--- config.mk ---
export PLATFORM = sky130hd
export DESIGN_NAME = mul_share_ctrl
export DESIGN_NICKNAME = d
export VERILOG_FILES = /design/src/rtl/mul_share_ctrl.sv
export SDC_FILE = /design/constraint.sdc
export NUM_CORES = 1
export LEC_CHECK = 0
export CORE_ASPECT_RATIO = 2
export CORE_MARGIN = 5
export CORE_UTILIZATION = 35
export CTS_CLUSTER_SIZE = 8
export DETAILED_ROUTE_END_ITERATION = 10
export PLACE_DENSITY = 0.78
export SLEW_MARGIN = 20
export SYNTH_ARGS = -nofsm -noshare
export SYNTH_HDL_FRONTEND = slang
export SYNTH_SLANG_ARGS = --single-unit
--- constraint.sdc ---
create_clock -name clk -period 2.3 [get_ports clk]
set_clock_uncertainty 0.05 [all_clocks]
set_input_delay 0.23 -clock clk [delete_from_list [all_inputs] [get_ports clk]]
set_output_delay 0.23 -clock clk [all_outputs]
set_load 0.02 [all_outputs]
--- src/rtl/mul_share_ctrl.sv ---
// rtl/mul_share_ctrl.sv - round-robin sharing of one pipelined multiplier between two requesters
// Optional: MUL_SHARE_CTRL_ZERO_BYPASS_EN skips the multiplier when a latched operand is zero.
module mul_share_ctrl #(
    parameter int N   = 8,
    parameter int LAT = 8
) (
    input  logic             clk,
    input  logic             clr,
    input  logic [1:0]       req_valid,
    input  logic [N-1:0]     req_a0,
    input  logic [N-1:0]     req_b0,
    input  logic [N-1:0]     req_a1,
    input  logic [N-1:0]     req_b1,
    output logic [1:0]       req_ready,
    output logic             resp_valid,
    input  logic             resp_ready,
    output logic             resp_id,
    output logic [2*N-1:0]   resp_product,
    output logic [N-1:0]     mul_data_in,
    output logic             mul_load_a,
    output logic             mul_load_b,
    input  logic [2*N-1:0]   mul_product,
    output logic             busy
);

    typedef enum logic [2:0] {
        S_IDLE,
        S_LOAD_A,
        S_LOAD_B,
        S_CAPTURE,
        S_RESP
    } state_t;

    localparam logic [7:0] LAT_LAST = 8'(LAT - 1);

    state_t           r_state;
    state_t           w_state_nxt;
    logic             r_ptr;
    logic [7:0]       r_cnt;
    logic [N-1:0]     r_a;
    logic [N-1:0]     r_b;
    logic             r_id;
    logic [2*N-1:0]   r_product;
    logic             r_resp_id;

    logic             w_grant;
    logic             w_g;
    logic [N-1:0]     w_sel_a;
    logic [N-1:0]     w_sel_b;

    // Arbitration: pointer's requester wins if valid, otherwise the other one.
    always_comb begin
        w_grant = (r_state == S_IDLE) && (|req_valid);
        w_g     = req_valid[r_ptr] ? r_ptr : ~r_ptr;
        w_sel_a = w_g ? req_a1 : req_a0;
        w_sel_b = w_g ? req_b1 : req_b0;
    end

`ifdef MUL_SHARE_CTRL_ZERO_BYPASS_EN
    logic r_zero;
    logic w_sel_zero;
    assign w_sel_zero = (w_sel_a == '0) || (w_sel_b == '0);

    // Remember at grant time whether the multiplier can be skipped.
    always_ff @(posedge clk or posedge clr) begin
        if (clr) begin
            r_zero <= 1'b0;
        end else if (w_grant) begin
            r_zero <= w_sel_zero;
        end
    end
`endif

    // Next-state and strobe/bus decode; the bus is idle-zero outside the load states.
    always_comb begin
        w_state_nxt = r_state;
        req_ready   = 2'b00;
        mul_data_in = '0;
        mul_load_a  = 1'b0;
        mul_load_b  = 1'b0;
        case (r_state)
            S_IDLE: begin
                if (w_grant) begin
                    if (!clr) begin
                        req_ready[w_g] = 1'b1;
                    end
`ifdef MUL_SHARE_CTRL_ZERO_BYPASS_EN
                    w_state_nxt = w_sel_zero ? S_CAPTURE : S_LOAD_A;
`else
                    w_state_nxt = S_LOAD_A;
`endif
                end
            end
            S_LOAD_A: begin
                mul_data_in = r_a;
                mul_load_a  = 1'b1;
                w_state_nxt = S_LOAD_B;
            end
            S_LOAD_B: begin
                mul_data_in = r_b;
                mul_load_b  = 1'b1;
                if (r_cnt == LAT_LAST) begin
                    w_state_nxt = S_CAPTURE;
                end
            end
            S_CAPTURE: begin
                w_state_nxt = S_RESP;
            end
            S_RESP: begin
                if (resp_ready) begin
                    w_state_nxt = S_IDLE;
                end
            end
            default: begin
                w_state_nxt = S_IDLE;
            end
        endcase
    end

    // State, arbitration pointer, operand latch, pipeline counter and result registers.
    always_ff @(posedge clk or posedge clr) begin
        if (clr) begin
            r_state   <= S_IDLE;
            r_ptr     <= 1'b0;
            r_cnt     <= 8'd0;
            r_a       <= '0;
            r_b       <= '0;
            r_id      <= 1'b0;
            r_product <= '0;
            r_resp_id <= 1'b0;
        end else begin
            r_state <= w_state_nxt;
            if (w_grant) begin
                r_a   <= w_sel_a;
                r_b   <= w_sel_b;
                r_id  <= w_g;
                r_ptr <= ~w_g;
            end
            if (r_state == S_LOAD_A) begin
                r_cnt <= 8'd0;
            end else if (r_state == S_LOAD_B) begin
                r_cnt <= r_cnt + 8'd1;
            end
            if (r_state == S_CAPTURE) begin
`ifdef MUL_SHARE_CTRL_ZERO_BYPASS_EN
                r_product <= r_zero ? '0 : mul_product;
`else
                r_product <= mul_product;
`endif
                r_resp_id <= r_id;
            end
        end
    end

    assign resp_valid   = (r_state == S_RESP);
    assign resp_product = r_product;
    assign resp_id      = r_resp_id;
    assign busy         = (r_state != S_IDLE);

endmodule

# Word-level counts from Yosys, hierarchy flattened
# Index checks and enable logic that the tools add are counted.
dict set report totals {
  wordCells 48
  input_bits 53
  register_bits 46
  out_inout_bits 31
}
dict set report op_classes {
  order_cmp 3
  bitwise_logic 2
  eq_ne 8
  n_mux 19
  add_sub_neg 1
  n_reduce_logical 7
}
# operator count
set op_table {}
lappend op_table {{$mux W8} 4}
lappend op_table {{$pmux W8 S2} 1}
lappend op_table {{$pmux W3 S5} 1}
lappend op_table {{$mux W3} 3}
lappend op_table {{$add A8 B1 Y8 const B} 1}
lappend op_table {{$eq A8 B3 Y1 const B} 1}
lappend op_table {{$eq A3 B2 Y1 const B} 2}
lappend op_table {{$mux W1} 6}
lappend op_table {{$mux W2} 3}
lappend op_table {{$lt A1 B2 Y1 const B} 2}
lappend op_table {{$ne A2 B2 Y1 const B} 2}
lappend op_table {{$eq A3 B1 Y1 const B} 1}
lappend op_table {{$eq A3 B3 Y1 const B} 1}
lappend op_table {{$logic_not A3 Y1} 1}
lappend op_table {{$reduce_and A3 Y1} 1}
lappend op_table {{$reduce_bool A3 Y1} 1}
lappend op_table {{$logic_and A1 B1 Y1} 2}
lappend op_table {{$ne A2 B1 Y1 const B} 1}
lappend op_table {{$not A1 Y1} 2}
lappend op_table {{$reduce_bool A2 Y1} 1}
lappend op_table {{$reduce_or A2 Y1} 1}
lappend op_table {{$demux W1 S1} 1}
lappend op_table {{$ge A1 B1 Y1 const B} 1}

# Logic depth before layout (Yosys ltp)
# Gate-level depths: netlist (run 1).
dict set report depth {
  depth_word 10
  depth_mapped 6
  ltp_nobuf 4
}

# Worst setup path before layout (run 1)
# Ideal clock, no wire load.
dict set report synth_timing {
  path_type {in2out}
  from {input port clr}
  to {output port req_ready[0]}
  required_ps 2020
  arrival_time_ps 1577
  n_path_buf 0
  path_slack_ps 443
  stages 2
  path_cell_list {inv_1 and2_1}
}
dict set report synth_between {
  elab_chain_cells 3
}
# item line
set synth_rtl {}
lappend synth_rtl {{start, declared} 8} ;# input logic clr,
lappend synth_rtl {{$mux W2} 84} ;# if (!clr) begin
lappend synth_rtl {{$mux W2} 83} ;# if (w_grant) begin
lappend synth_rtl {{$mux W2} 81} ;# case (r_state)
lappend synth_rtl {{end, declared} 14} ;# output logic [1:0] req_ready,
# Every way passes these cells.

# Worst setup path in the final report (run 1)
dict set report layout_timing {
  from {register r_state[1]}
  to {output port mul_data_in[7]}
}
dict set report layout_between {
  elab_chain_cells 2
  elab_cells_between_ends 3
  classes_between {2 x eq/ne; 1 x mux}
}
# item line
set layout_rtl {}
lappend layout_rtl {{start, declared} 36} ;# state_t r_state;
lappend layout_rtl {{start signal, assigned} 132} ;# r_state <= w_state_nxt;
lappend layout_rtl {{$eq A3 B2 Y1 or $eq A3 B1 Y1 (tied branches)} 81}
lappend layout_rtl {{$pmux W8 S2 *} 81}
lappend layout_rtl {{end, declared} 19} ;# output logic [N-1:0] mul_data_in,
# Mark *: on every way between the ends. The rest lies on a longest branch, timed or not.

==> results of run 1 <==
synth_stat cells (all sizes together):
| cell type | count |
|---|---|
| or3b | 2 |
| a21o | 1 |
| a21boi | 16 |
| dfrtp | 46 |
| nand3 | 4 |
| nand2 | 6 |
| nor2 | 5 |
| or2 | 2 |
| nand3b | 1 |
| o211a | 1 |
| nor4 | 2 |
| mux2i | 1 |
| or4 | 1 |
| o311ai | 2 |
| a21oi | 1 |
| a211o | 1 |
| nor3 | 1 |
| and3 | 2 |
| nand4 | 1 |
| clkbuf | 2 |
| o21ai | 3 |
| mux2 | 19 |
| o31ai | 2 |
| a221o | 16 |
| a22o | 10 |
| and2 | 2 |
| nand2b | 1 |
| o31a | 1 |
| ha | 1 |
| o211ai | 1 |
| buf | 10 |
| inv | 6 |
worst max-delay path by stage:
| stage | slack [ns] | startpoint | cells after the start | to |
|---|---|---|---|---|
| after global routing | 0.006 | r_state[1]$_DFFE_PP0P_ | 5 | mul_data_in[6] |
| after global placement | 0.17 | r_state[2]$_DFFE_PP0P_ | 4 | mul_data_in[0] |
| after CTS | 0.02 | r_state[2]$_DFFE_PP0P_ | 3 | mul_load_b |
| final | 0.1 | r_state[1]$_DFFE_PP0P_ | 5 | mul_data_in[7] |
| after floorplan | 0.44 | clr | 2 | req_ready[0] |
| after detailed placement | 0.14 | r_state[2]$_DFFE_PP0P_ | 4 | mul_data_in[2] |
through the flow:
| stage | area (µm²) | util | hold WS (ns) |
|---|---|---|---|
| 2_1_floorplan | 2092 | - | 0.2874 |
| 3_3_place_gp | 3032 | 0.5133 | 0.4174 |
| 3_5_place_dp | 3032 | 0.5133 | 0.4223 |
| 4_1_cts | 3172 | 0.5371 | 0.1249 |
| 5_1_grt | 3177 | 0.5379 | 0.1329 |
| 6_report | 3177 | 0.5379 | 0.1194 |
per-layer routing:
metal  GRT usage  up-vias  wire length [µm]  part of all wire
met4     0.04371        0                95             0.016
met3     0.07170        9               642              0.11
met1      0.1763      873              2104              0.37
met2      0.2688       93              2922              0.51
met5           0        -                 0                 0
li1            -      819                 -                 -
report_power, final:
group | internal (W) | switching [W]
clock | 0.000430 | 0.000298
combinational | 0.00109 | 0.00103
sequential | 0.00117 | 0.000230
kinds of logic (layout without fill, tap and decap cells):
kind of cell / after synthesis / after routing / share of synthesized area
adders and majority gates: 1 / 1 / 0.005980
DFF: 46 / 46 / 0.5502
muxes: 20 / 20 / 0.1071
buffers and inverters: 18 / 108 / 0.03828
AOI/OAI and AO/OA: 55 / 55 / 0.2213
and+or+nand+nor: 30 / 30 / 0.07716
cells in the final DEF (no fill, tap or decap), types with 6 or more instances in the layout:
master,count
buf_4,11
nand2_1,6
mux2_2,19
a22o_1,10
dlygate4sd2_1,9
a221o_1,16
dfrtp_1,46
clkdlybuf4s50_1,71
a21boi_0,16
timing repair:
action / in CTS / in global routing
gates cloned: 0 / 0
endpoints found under the setup margin: 12 / 3
hold buffers: 0 / 0
gates resized for setup: 12 / 3
sequential cells by signal, indices dropped and copies added, names as in the netlist:
| signal | cells |
|---|---|
| resp_id | 1 |
| resp_product | 16 |
| r_cnt | 8 |
| r_id | 1 |
| r_a | 8 |
| r_b | 8 |
| r_state | 3 |
| r_ptr | 1 |
final cells by class:
cell class,count,area (µm²)
fill,538,2729
tap,63,78.83
timing repair buffer,94,904.6
inverter,6,25.02
multi-input combinational,106,865.8
sequential,46,1151
clock buffer,6,138.9
clock inverter,2,12.51
critical path, cell delays in order (launching register included):
cell and delay [ns]:
dfrtp_1 0.45, or3b_2 0.49, inv_1 0.09, buf_4 0.15
a22o_1 0.13, dlygate4sd2_1 0.34
==> results by group, run 1 <==
Placed design
  • Dpl ws: 0.1364 ns
  • HPWL Detailed: 4.271 mm
  • Count of input and output buffers: 83
  • Final Wtd Congestion: 0.7755
  • Placed Cells incl. Taps: between 300 and 400

Yosys
  • Yosys reg bits: 46
  • Mapped Area: 2092 µm²
  • Mapped Avg Cell Area: 12.31 µm²
  • Synth Instances: 170
  • Share of the synthesized area in the top cell type: 0.5502
  • Yosys top cell by area: dfrtp_1
  • Sequential share of the synthesized area: 0.5502
  • Area contributors post-synth: dfrtp_1 (55%), mux2_2 (10%), a221o_1 (7.7%)
  • Yosys warns: 0
  • Distinct cell type count after synthesis: 35
  • Net count after synthesis: 224

Setup path
  • Setup crit end kind: output pin
  • Crit path arrival time: 1.92 ns
  • FF-to-FF path depth: 4
  • WS Path Type: register to output pin
  • Max FO, Critical Path: 8
  • Reg-to-Reg Start: r_state[1]$_DFFE_PP0P_
  • Startpoint types: register
  • Critical Path RT: between 2 and 2.5 ns
  • FF-to-FF End: r_cnt[5]$_DFFE_PP0P_
  • R2r setup slk: 0.48 ns

STA
  • RSZ-0062 raised after global routing: no
  • Slew margin rel.: 0.7194
  • Setup slack after layout: 0.09600 ns
  • Slew Viols, Final: 0
  • Final setup fails: 0
  • Min cycle time layout: between 2 and 2.5 ns
  • Slew @ Worst Pin: 0.4156 ns
  • Final period util: 0.9583
  • Hold Vio Cnt, Final: 0
  • Fmax: about 450 MHz
  • Setup TNS: 0 ns

Layout
  • ANT cells: 0
  • Final nets: roughly 310
  • Layout Cells excl Fill: 323
  • Layout cell share with drive strength beyond 1: 0.1654
  • Area Overhead vs Synth: 51.85%

Power
  • Leak: 1.425 nW
  • Pwr Density: between 1000 and 1500 nW/µm²
  • Tot Pwr: 0.004249 W
  • Max VDD drop: between 0.8 and 0.9 mV

Clock tree
  • Number of buffers created by CTS: 5
  • Total clock sinks: between 40 and 50
  • CTS tree: done
  • Reg clk slew, reported paths: 0.07 ns
  • Post-CTS Setup Bufs: 0
  • Max Root-Sink Buffers: 2
  • CTS root buf: clkbuf_16
  • CTS H-tree depth: 2
  • Clk_lat worst skew: about 0.28 ns

Floorplanning
  • Site row count: 40
  • Core Area: 5906 µm²
  • Die Area: 7717 µm²
  • Num ports: 84
  • Initial Util: 0.3542
  • Die span in x: 64.67 µm
  • Die H: 119.3 µm

Drt
  • DRC viols: 0
  • Post-DRT Antenna Nets: 0
  • Vias per cell: roughly 5.6
  • DR WL/cell: 17.85 µm
  • Initial DRC count: 52
  • Via Count: around 1800
  • DRT Pass-1 Iters: 4
  • Routed WL: 5.764 mm

Global route
  • Vias in the first global route: approximately 2000
  • Initial antenna violation count: 0
  • First-pass GRT wire length: 9.597 mm
  • Largest net degree at the start of global routing: 27
  • Overflow left after global routing: 0
  • Gr usage total: 0.1584

Worst hold path
  • Worst min path class: primary input to async pin

Status
  • Status: finished, final reports clean

Run
  • Max-cap check violation count: 0
Note: power is estimated with default switching activity, not from simulation.
==> run 2, diff against run 1 <==
--- a/config.mk
+++ b/config.mk
@@ -11,6 +11,7 @@
 export CTS_CLUSTER_SIZE = 8
 export DETAILED_ROUTE_END_ITERATION = 10
 export PLACE_DENSITY = 0.78
+export RECOVER_POWER = 100
 export SLEW_MARGIN = 20
 export SYNTH_ARGS = -nofsm -noshare
 export SYNTH_HDL_FRONTEND = slang
==> results by group, run 2 (synthesized netlist as in run 1, its figures left out) <==
Status
  • Status: finished, final reports clean

Clock tree
  • Hold buffers post-CTS: 0 (unchanged)
  • Max Root-Sink Buffers: 2 (unchanged)
  • Clk_lat worst skew: 0.28 ns (about the same)
  • CTS H-tree depth: 2 (unchanged)
  • Reg clk slew, reported paths: 0.06 ns (about the same)
  • Number of buffers created by CTS: 5 (unchanged)
  • CTS root buf: clkbuf_16
  • Post-CTS Setup Bufs: 0 (unchanged)
  • CTS tree: done
  • Cts repair resizes: 12 (unchanged)
  • Total clock sinks: 46 (unchanged)

Drt
  • Vias per cell: 5.570 (+0.28%)
  • DRC viols: 0 (unchanged)
  • Initial DRC count: 80 (+54%)
  • Routed WL: 5.735 mm (-0.50%)
  • Via Count: 1799 (+0.28%)
  • DRT Pass-1 Iters: 4 (unchanged)
  • DR WL/cell: 17.76 µm (-0.50%)
  • Post-DRT Antenna Nets: 0 (unchanged)

STA
  • Final period util: 0.9604 (+0.002151)
  • Slew @ Worst Pin: 0.9243 ns (+0.5087 ns)
  • Min cycle time layout: 2.209 ns (+0.004948 ns)
  • Final setup fails: 0 (unchanged)
  • Slew margin rel.: 0.3838 (-0.3356)
  • RSZ-0062 raised after global routing: no
  • Slew Viols, Final: 0 (unchanged)
  • Fmax: 452.7 MHz (-0.22%)
  • Setup TNS: 0 ns (unchanged)
  • Hold Vio Cnt, Final: 0 (unchanged)

Global route
  • Met1 global-route usage: 0.1763 (unchanged)
  • Vias in the first global route: 1992 (unchanged)
  • Initial antenna violation count: 0 (unchanged)
  • Grt met2 use: 0.2688 (unchanged)
  • First-pass GRT wire length: 9.597 mm (unchanged)
  • Overflow left after global routing: 0 (unchanged)
  • GR peak layer: met2
  • Gr usage total: 0.1584 (unchanged)
  • GR Layer Usage met3: 0.07170 (unchanged)
  • Largest net degree at the start of global routing: 27 (unchanged)

Floorplanning
  • Site row count: 40 (unchanged)
  • Die H: 119.3 µm (unchanged)
  • Num ports: 84 (unchanged)
  • Initial Util: 0.3542 (unchanged)
  • Die Area: 7717 µm² (unchanged)
  • Die span in x: 64.67 µm (unchanged)
  • Core Area: 5906 µm² (unchanged)

Setup path
  • Kind of cell adding the most delay to the critical path: buffers and inverters
  • CP Cell Sequence: or3b_2 -> inv_1 -> buf_4 -> a22o_1 -> dlygate4sd2_1
  • Setup crit end kind: output pin
  • CP bufs+invs: 3 (unchanged)
  • Largest stage delay on the critical path: 0.48 ns (about the same)
  • WS Path Type: register to output pin
  • Critical-path top delay cell: or3b_2
  • Worst Setup SP: r_state[1]$_DFFE_PP0P_
  • Max FO, Critical Path: 8 (unchanged)
  • Startpoint types: register
  • Crit path arrival time: 1.93 ns (about the same)
  • Critical Path RT: 2.02 ns (about the same)
  • Reg-to-Reg Start: r_state[1]$_DFFE_PP0P_

Layout
  • Area Overhead vs Synth: 50.48%
  • Register area: 1151 µm² (unchanged)
  • Fillers: 544 (+1.1%)
  • Layout cell share with drive strength beyond 1: 0.1462 (-0.01923)
  • ANT cells: 0 (unchanged)
  • Final nets: 313 (unchanged)
  • Max reg flops: 16 (unchanged)
  • Commonest non-fill, non-tap cell in the layout: clkdlybuf4s50_1
  • Multi-input logic area: 865.8 µm² (unchanged)
  • Most frequent cells in the layout: clkdlybuf4s50_1 (52), dfrtp_1 (46), mux2_2 (19), dlygate4sd3_1 (19)

Worst hold path
  • Worst min path class: primary input to async pin

Power
  • Max VDD drop: 0.7988 mV (-1.0%)
  • Leak: 1.400 nW (-1.7%)
  • Pwr Density: 1317 nW/µm² (-1.5%)
  • Tot Pwr: 0.004146 W (-2.4%)

Run
  • Max-cap check violation count: 0 (unchanged)

Placed design
  • HPWL Detailed: 4.271 mm (unchanged)
  • Count of input and output buffers: 83 (unchanged)
  • Final Wtd Congestion: 0.7755 (unchanged)
## run 2: changes by cell type in the layout (fill, tap and decap cells not counted), sizes merged
cell | previous run | this run
clkbuf | 6 | 13
buf | 11 | 5
clkdlybuf4s50 | 71 | 52
dlymetal6s2s | 1 | 0
dlygate4sd3 | 0 | 19
## run 2: stage by stage
stage | setup WS, ns | cell area, µm² | utilization | instances | hold WS (ns)
6_report | 0.09106 | 3148 | 0.5331 | 323 | 0.3051
5_1_grt | 0.006675 | 3148 | 0.5331 | 323 | 0.3361
4_1_cts | 0.02308 | 3172 | 0.5371 | 323 | 0.1249
3_5_place_dp | 0.1364 | 3032 | 0.5133 | 315 | 0.4223
3_3_place_gp | 0.1736 | 3032 | 0.5133 | 315 | 0.4174
2_1_floorplan | 0.4428 | 2092 | - | 170 | 0.2874
## run 2: worst paths after layout
check | endpoint | slack (ns) | cells past startpoint
hold / removal | r_state[1]$_DFFE_PP0P_ | 0.31 | 2
hold reg to reg | r_cnt[7]$_DFFE_PP0P_ | 0.44 | 1
max in group asynchronous | r_b[2]$_DFFE_PP0N_ | 0.91 | 3
setup / recovery | mul_data_in[6] | 0.09 | 5
setup reg to reg | r_cnt[5]$_DFFE_PP0P_ | 0.41 | 4
min in group clk | r_cnt[7]$_DFFE_PP0P_ | 0.44 | 1
## run 2: worst reg2reg max path: cells and delay by family (launching register included)
family          cells  cell delay [ns]
compound gates      2             0.60
simple gates        1             0.43
flops               1             0.46
buf+inv             1             0.21
## run 2: final cells by class
cell class	count	share of cell area
timing repair buffer	94	0.2782
inverter	6	0.007949
clock inverter	2	0.003975
tap	63	0.02504
clock buffer	6	0.04412
sequential	46	0.3657
multi-input combinational	106	0.2750
## run 2: metal layers
layer | vias up | share of wire
li1 | 822 | -
met1 | 870 | 0.36
met2 | 96 | 0.50
met3 | 11 | 0.11
met4 | 0 | 0.020
met5 | - | 0
## run 2: where the power goes
part,switching [W],leakage [nW],internal [W]
Clock,0.000300,0.0729,0.000430
Sequential,0.000223,0.567,0.00117
Combinational,0.00103,0.760,0.000994
